$ cat config.mk
export PLATFORM = sky130hd
export DESIGN_NAME = scan_cmd_frontend_flat
export DESIGN_NICKNAME = d
export VERILOG_FILES = /design/src/rtl/scan_cmd_frontend_if.sv /design/src/rtl/scan_cmd_frontend.sv /design/src/flat_wrapper.sv
export SDC_FILE = /design/constraint.sdc
export NUM_CORES = 1
export LEC_CHECK = 0
export ABC_AREA = 0
export BUFFER_PORTS_ARGS = -buffer_cell sky130_fd_sc_hd__clkbuf_2
export CAP_MARGIN = 20
export CORE_MARGIN = 2
export CORE_UTILIZATION = 53
export DETAILED_ROUTE_END_ITERATION = 16
export GPL_TIMING_DRIVEN = 0
export PLACE_DENSITY_LB_ADDON = 0.2
export SLEW_MARGIN = 20
export SYNTH_ARGS = -nofsm -noshare
export SYNTH_HDL_FRONTEND = slang
export SYNTH_SLANG_ARGS = --single-unit
$ cat constraint.sdc
create_clock -name clk -period 2.15 [get_ports clk]
set_input_delay 0.43 -clock clk [delete_from_list [all_inputs] [get_ports clk]]
set_output_delay 0.43 -clock clk [all_outputs]
set_load 0.01 [all_outputs]
$ cat src/rtl/scan_cmd_frontend_if.sv
// Request/response bus between scan_cmd_frontend and the group scan
// memory/register block, together with the group select scan_id.
interface scan_cmd_frontend_if #(
    parameter int ADDR_W = 20,
    parameter int DATA_W = 32
);
    logic              static_wen;
    logic              static_ren;
    logic [ADDR_W-1:0] static_addr;
    logic [DATA_W-1:0] static_wdata;
    logic [DATA_W-1:0] static_rdata;
    logic              static_ready;
    logic              scan_id;

    // Command front end side: issues requests, receives completion.
    modport master (
        output static_wen,
        output static_ren,
        output static_addr,
        output static_wdata,
        output scan_id,
        input  static_rdata,
        input  static_ready
    );

    // Memory/register side: receives requests, returns completion.
    modport slave (
        input  static_wen,
        input  static_ren,
        input  static_addr,
        input  static_wdata,
        input  scan_id,
        output static_rdata,
        output static_ready
    );
endinterface

$ cat src/rtl/scan_cmd_frontend.sv
// Serial-to-parallel command front end for one scan group.
// A frame {wdata, addr, op} is shifted in LSB first, issued on scan_update as
// one write or read on the static_* bus, and the response
// {rdata_or_zero, addr, status} is loaded back into the shift register.
// Optional feature: define SCAN_CMD_TIMEOUT_EN to bound the wait for
// static_ready to TIMEOUT cycles (status 2'b10 on expiry).
module scan_cmd_frontend #(
    parameter int ADDR_W  = 20,
    parameter int DATA_W  = 32,
    parameter int TIMEOUT = 255
) (
    input  logic                clk,
    input  logic                rst_n,
    input  logic                scan_in,
    input  logic                scan_en,
    input  logic                scan_update,
    output logic                scan_out,
    output logic                busy,
    scan_cmd_frontend_if.master bus
);
    localparam int F = 2 + ADDR_W + DATA_W;

    localparam logic [1:0] S_IDLE  = 2'd0;
    localparam logic [1:0] S_ISSUE = 2'd1;
    localparam logic [1:0] S_WAIT  = 2'd2;
    localparam logic [1:0] S_DONE  = 2'd3;

    localparam logic [1:0] OP_WR = 2'b01;
    localparam logic [1:0] OP_RD = 2'b10;
    localparam logic [1:0] ST_OK = 2'b01;
    localparam logic [1:0] ST_TO = 2'b10;

    if (TIMEOUT < 1) begin : g_timeout_check
        $error("scan_cmd_frontend: TIMEOUT must be at least 1");
    end

    logic [1:0]        state;
    logic [F-1:0]      sr;
    logic              is_read;
    logic              ready_seen;

    logic [1:0]        fr_op;
    logic [ADDR_W-1:0] fr_addr;
    logic [DATA_W-1:0] fr_wdata;
    logic              cmd_valid;
    logic              ready_now;
    logic              timed_out;
    logic [DATA_W-1:0] resp_data;
    logic [1:0]        resp_status;
    logic [F-1:0]      resp_frame;

    assign fr_op     = sr[1:0];
    assign fr_addr   = sr[ADDR_W+1:2];
    assign fr_wdata  = sr[F-1:ADDR_W+2];
    assign cmd_valid = (fr_op == OP_WR) || (fr_op == OP_RD);

    // A ready seen during ISSUE is remembered so a one-cycle pulse there
    // still completes the transaction in the following WAIT cycle.
    assign ready_now = bus.static_ready || ready_seen;

    assign scan_out = sr[0];
    assign busy     = (state != S_IDLE);

`ifdef SCAN_CMD_TIMEOUT_EN
    localparam int CNT_W = ($clog2(TIMEOUT + 1) > 8) ? $clog2(TIMEOUT + 1) : 8;
    localparam logic [CNT_W-1:0] CNT_LAST = CNT_W'(TIMEOUT - 1);

    logic [CNT_W-1:0] wait_cnt;

    // Count WAIT cycles; the last allowed one is numbered TIMEOUT-1.
    always_ff @(posedge clk or negedge rst_n) begin
        if (!rst_n) begin
            wait_cnt <= '0;
        end else if (state == S_ISSUE) begin
            wait_cnt <= '0;
        end else if ((state == S_WAIT) && !ready_now && !timed_out) begin
            wait_cnt <= wait_cnt + 1'b1;
        end
    end

    // Ready in the final WAIT cycle takes precedence over the timeout.
    assign timed_out = (state == S_WAIT) && !ready_now && (wait_cnt == CNT_LAST);
`else
    assign timed_out = 1'b0;
`endif

    // Response frame loaded into the shift register on completion.
    always_comb begin
        resp_data   = '0;
        resp_status = ST_TO;
        if (ready_now) begin
            resp_status = ST_OK;
            if (is_read) begin
                resp_data = bus.static_rdata;
            end
        end
        resp_frame = {resp_data, bus.static_addr, resp_status};
    end

    // Command FSM, shift register and registered request outputs.
    always_ff @(posedge clk or negedge rst_n) begin
        if (!rst_n) begin
            state            <= S_IDLE;
            sr               <= '0;
            is_read          <= 1'b0;
            ready_seen       <= 1'b0;
            bus.static_wen   <= 1'b0;
            bus.static_ren   <= 1'b0;
            bus.static_addr  <= '0;
            bus.static_wdata <= '0;
            bus.scan_id      <= 1'b0;
        end else begin
            case (state)
                S_IDLE: begin
                    if (scan_en) begin
                        sr <= {scan_in, sr[F-1:1]};
                    end else if (scan_update && cmd_valid) begin
                        state            <= S_ISSUE;
                        is_read          <= (fr_op == OP_RD);
                        bus.static_wen   <= (fr_op == OP_WR);
                        bus.static_ren   <= (fr_op == OP_RD);
                        bus.static_addr  <= fr_addr;
                        bus.static_wdata <= fr_wdata;
                        bus.scan_id      <= 1'b1;
                    end
                end
                S_ISSUE: begin
                    ready_seen <= bus.static_ready;
                    state      <= S_WAIT;
                end
                S_WAIT: begin
                    if (ready_now || timed_out) begin
                        state          <= S_DONE;
                        sr             <= resp_frame;
                        bus.static_wen <= 1'b0;
                        bus.static_ren <= 1'b0;
                        bus.scan_id    <= 1'b0;
                    end
                end
                default: begin
                    ready_seen <= 1'b0;
                    state      <= S_IDLE;
                end
            endcase
        end
    end
endmodule
$ cat src/flat_wrapper.sv
// flat-port wrapper written by rule: the top's interface ports become plain ports
module scan_cmd_frontend_flat 
#(
    parameter int ADDR_W  = 20,
    parameter int DATA_W  = 32,
    parameter int TIMEOUT = 255
)
  (clk, rst_n, scan_in, scan_en, scan_update, scan_out, busy, bus_static_wen, bus_static_ren, bus_static_addr, bus_static_wdata, bus_scan_id, bus_static_rdata, bus_static_ready);
  scan_cmd_frontend_if #(.ADDR_W(ADDR_W), .DATA_W(DATA_W)) bus_i ();
  input  logic clk;
  input  logic rst_n;
  input  logic scan_in;
  input  logic scan_en;
  input  logic scan_update;
  output logic scan_out;
  output logic busy;
  output wire logic [$bits(bus_i.static_wen)-1:0] bus_static_wen;
  output wire logic [$bits(bus_i.static_ren)-1:0] bus_static_ren;
  output wire logic [$bits(bus_i.static_addr)-1:0] bus_static_addr;
  output wire logic [$bits(bus_i.static_wdata)-1:0] bus_static_wdata;
  output wire logic [$bits(bus_i.scan_id)-1:0] bus_scan_id;
  input wire logic [$bits(bus_i.static_rdata)-1:0] bus_static_rdata;
  input wire logic [$bits(bus_i.static_ready)-1:0] bus_static_ready;
  assign bus_static_wen = bus_i.static_wen;
  assign bus_static_ren = bus_i.static_ren;
  assign bus_static_addr = bus_i.static_addr;
  assign bus_static_wdata = bus_i.static_wdata;
  assign bus_scan_id = bus_i.scan_id;
  assign bus_i.static_rdata = bus_static_rdata;
  assign bus_i.static_ready = bus_static_ready;
  scan_cmd_frontend #(.ADDR_W(ADDR_W), .DATA_W(DATA_W), .TIMEOUT(TIMEOUT)) u_core (.clk(clk), .rst_n(rst_n), .scan_in(scan_in), .scan_en(scan_en), .scan_update(scan_update), .scan_out(scan_out), .busy(busy), .bus(bus_i));
endmodule
==> flow_metrics.py <==
metrics = {
    "status": {
        "status": "completed",
    },
    "clock_network": {
        "clock_latency_ns": 0.50,
        "numCtsBuffers": 17,
        "cts_buffer_depth": 2,
        "cts_root_buf": "clkbuf_8",
        "cts_tree": "built",
        "clk_pin_slew_worst_paths_ns": 0.06,
        "cts_htree_levels": 4,
        "clkSinkCount": 113,
    },
    "synthesis": {
        "syn_avg_cell_area_sq_um": 15.0,
        "synth_top_area_frac": 0.574,
        "synth_largest_area_cell": "dfrtp_1",
        "ys_seq_area_frac": 0.574,
        "synth_edf_count": 0,
        "syn-num-nets": 372,
        "yosys.cell_types.count": 26,
        "synthFlopType": "dfrtp_1",
        "syn_inst": 329,
        "ys_warn_count": 0,
        "synth_area_leaders": "dfrtp_1, mux2_2, a22o_1, mux2_1, ha_1",
        "netlist_area_sq_um": 4920,
        "synthArstFlopShare": 1.00,
        "ys_ff_latch": 113,
    },
    "critical_path": {
        "reg2reg_from": "u_core.state[0]",
        "crit_fanout": 19,
        "end_kind": "flip-flop",
        "reg2reg_to": "u_core.sr[29]",
        "reg2reg_slack_ns": 0.09,
        "start_kind": "flip-flop",
        "required_ns": 2.53,
        "endpoint": "u_core.sr[29]",
        "crit_path_start": "u_core.state[0]",
        "arrival_ns": 2.44,
        "r2r_cells": 7,
        "critPathKind": "reg -> reg",
    },
    "die": {
        "die_width_um": 100,
        "ios": 95,
        "die_h_um": 100,
        "rows": 35,
        "dieArea_sq_um": 10100,
        "start_util": 0.541,
        "fp.coreArea_sq_um": 9110,
    },
    "sta": {
        "final_hold_viol_count": 0,
        "rsz0062_at_grt": "false",
        "setup_ws_ns": 0.0936,
        "skew_ns": 0.00928,
        "setup_viol": 0,
        "tightest_slew_ns": 0.490,
        "hold_ws_ns": 0.221,
        "period_share": 0.956,
        "timing_max_transition_violations_final": 0,
        "relSlewSlack": 0.673,
        "min_period_ns": 2.06,
        "tns_ns": 0,
        "clock.fmax_ghz": 0.486,
    },
    "drt": {
        "first_pass_iters": 6,
        "drt_iter0_drc": 89,
        "finalWirelength_um": 9680,
        "vias": 3153,
        "wl_per_cell_um": 17.0,
        "ant_nets": 0,
        "vias_per_cell": 5.54,
        "drc": 0,
    },
    "global_route": {
        "antenna_found_initial": 0,
        "grt_pass1_vias": 3178,
        "gr-usage-all-layers": 0.200,
        "overflow": 0,
        "grt_pass1_wl_um": 15600,
        "grt_max_degree": 94,
    },
    "power_and_ir_drop": {
        "p_per_area_nw_per_um2": 1210,
        "p_int_mw": 5.42,
        "p_clk_frac": 0.400,
        "p_comb_frac": 0.270,
        "p_switching_mw": 2.18,
        "switching_share": 0.287,
        "power_mw": 7.59,
        "peakVddDrop_uv": 577,
        "leakagePower_nw": 3.31,
        "power_frac_seq": 0.329,
    },
    "finish": {
        "final_cells": 569,
        "nets": 488,
        "syn2layout_area_growth_pct": 27.2,
        "final_util": 0.688,
        "drive_gt1_frac": 0.576,
        "stdcell_area_sq_um": 6270,
        "diodes": 0,
    },
    "placed_design": {
        "dpl-instance-area_sq_um": 5570,
        "dp_cells": 535,
        "hpwlAfterDp_um": 6440,
        "port_buffers": 94,
        "pre_cts_ws_ns": -0.0118,
        "globalplace.congestion": 0.775,
    },
    "job": {
        "max-cap-violations": 0,
    },
    "min_path": {
        "hold_class": "in -> reg",
    },
}
==> final cells by class <==
| class | count | area, sq um |
|---|---|---|
| Multi-Input combinational cell | 188 | 1930 |
| Timing Repair Buffer | 98 | 544 |
| Inverter | 7 | 26.3 |
| Tap cell | 111 | 139 |
| Clock inverter | 13 | 209 |
| Clock buffer | 19 | 442 |
| Fill cell | 696 | 2840 |
| Sequential cell | 113 | 2830 |
| Buffer | 20 | 144 |
==> power groups by stage <==
stage	sequential, mW	clock [mW]	combinational (mW)
6_report	2.50	3.04	2.05
5_1_grt	2.53	3.18	2.22
4_1_cts	2.50	3.08	2.05
3_5_place_dp	2.53	0	1.93
3_3_place_gp	2.52	0	1.90
2_1_floorplan	2.54	0	1.38
==> timing repair <==
action / 4_1_cts / 5_1_grt
gates resized for setup: 0 / 7
hold buffers: 1 / 0
hold endpoints to repair: 20 / 0
endpoints found under the setup margin: 48 / 39
pin swaps: 1 / 0
setup buffers: 2 / 0
==> worst min-delay path by stage <==
stage                                startpoint                           to  slack [ns]  cells past startpoint
floorplan                                 rst_n           u_core.bus.scan_id        0.13                      0
global placement    u_core.bus.static_wdata[25]  u_core.bus.static_wdata[25]        0.49                      1
detailed placement                        rst_n        u_core.bus.static_wen        0.31                      1
CTS                            bus_static_ready            u_core.ready_seen        0.20                      3
global route                   bus_static_ready            u_core.ready_seen        0.22                      3
finish                         bus_static_ready            u_core.ready_seen        0.22                      3
==> worst max-delay path, stage by stage (launching register included) <==
cell and delay, ns:
dfrtp_1 0.40, inv_1 0.11, ha_1 0.24, buf_6 0.23, inv_1 0.15, clkbuf_1 0.27
a22o_1 0.27, mux2_2 0.27
==> layer usage <==
metal / global-route usage / up-vias / share of wire
li1: - / 1446 / -
met1: 0.270 / 1616 / 0.46
met2: 0.311 / 79 / 0.48
met3: 0.0550 / 12 / 0.043
met4: 0.0769 / 0 / 0.012
met5: 0 / - / 0
==> logic make-up after synthesis <==
| family | count (synthesis) | synth area share |
|---|---|---|
| mux | 127 | 0.290 |
| flops | 113 | 0.574 |
| compound gates | 43 | 0.0704 |
| buf+inv | 28 | 0.0335 |
| simple gates | 13 | 0.0191 |
| fa+ha+maj | 5 | 0.0127 |
==> synthesized netlist by cell type (2+ instances only) <==
cell and count:
dfrtp_1 113, o21ai_0 4, clkbuf_1 8, buf_2 3
mux2_2 116, ha_1 5, buf_4 5, nand3_1 2
o2bb2ai_1 2, nor2_1 3, a22oi_1 2, inv_1 7
a22o_1 31, a21oi_1 3, buf_6 5, mux2_1 10
==> placed cells by master, fill, tap and decap left out, drive strengths merged <==
cell,synthesis,routed
mux2,126,126
clkbuf,8,121
dfrtp,113,113
a22o,31,31
buf,13,15
inv,7,7
bufinv,0,5
ha,5,5
clkinv,0,5
o21ai,4,4
nor2,3,3
a21oi,3,3
clkinvlp,0,3
nand3,2,2
a22oi,2,2
o2bb2ai,2,2
nor3b,1,1
nor2b,1,1
nor3,1,1
nand4,1,1
mux2i,1,1
and2,1,1
or3b,1,1
a21o,1,1
and4bb,1,1
nand2,1,1
dlygate4sd3,0,1
==> registers in the layout, indices dropped and copies added (netlist names), 2 cells and up <==
name and flops:
u_core.state 2, u_core.bus.static_addr 20, u_core.bus.static_wdata 32, u_core.sr 54
(Power assumes the default switching activity.)
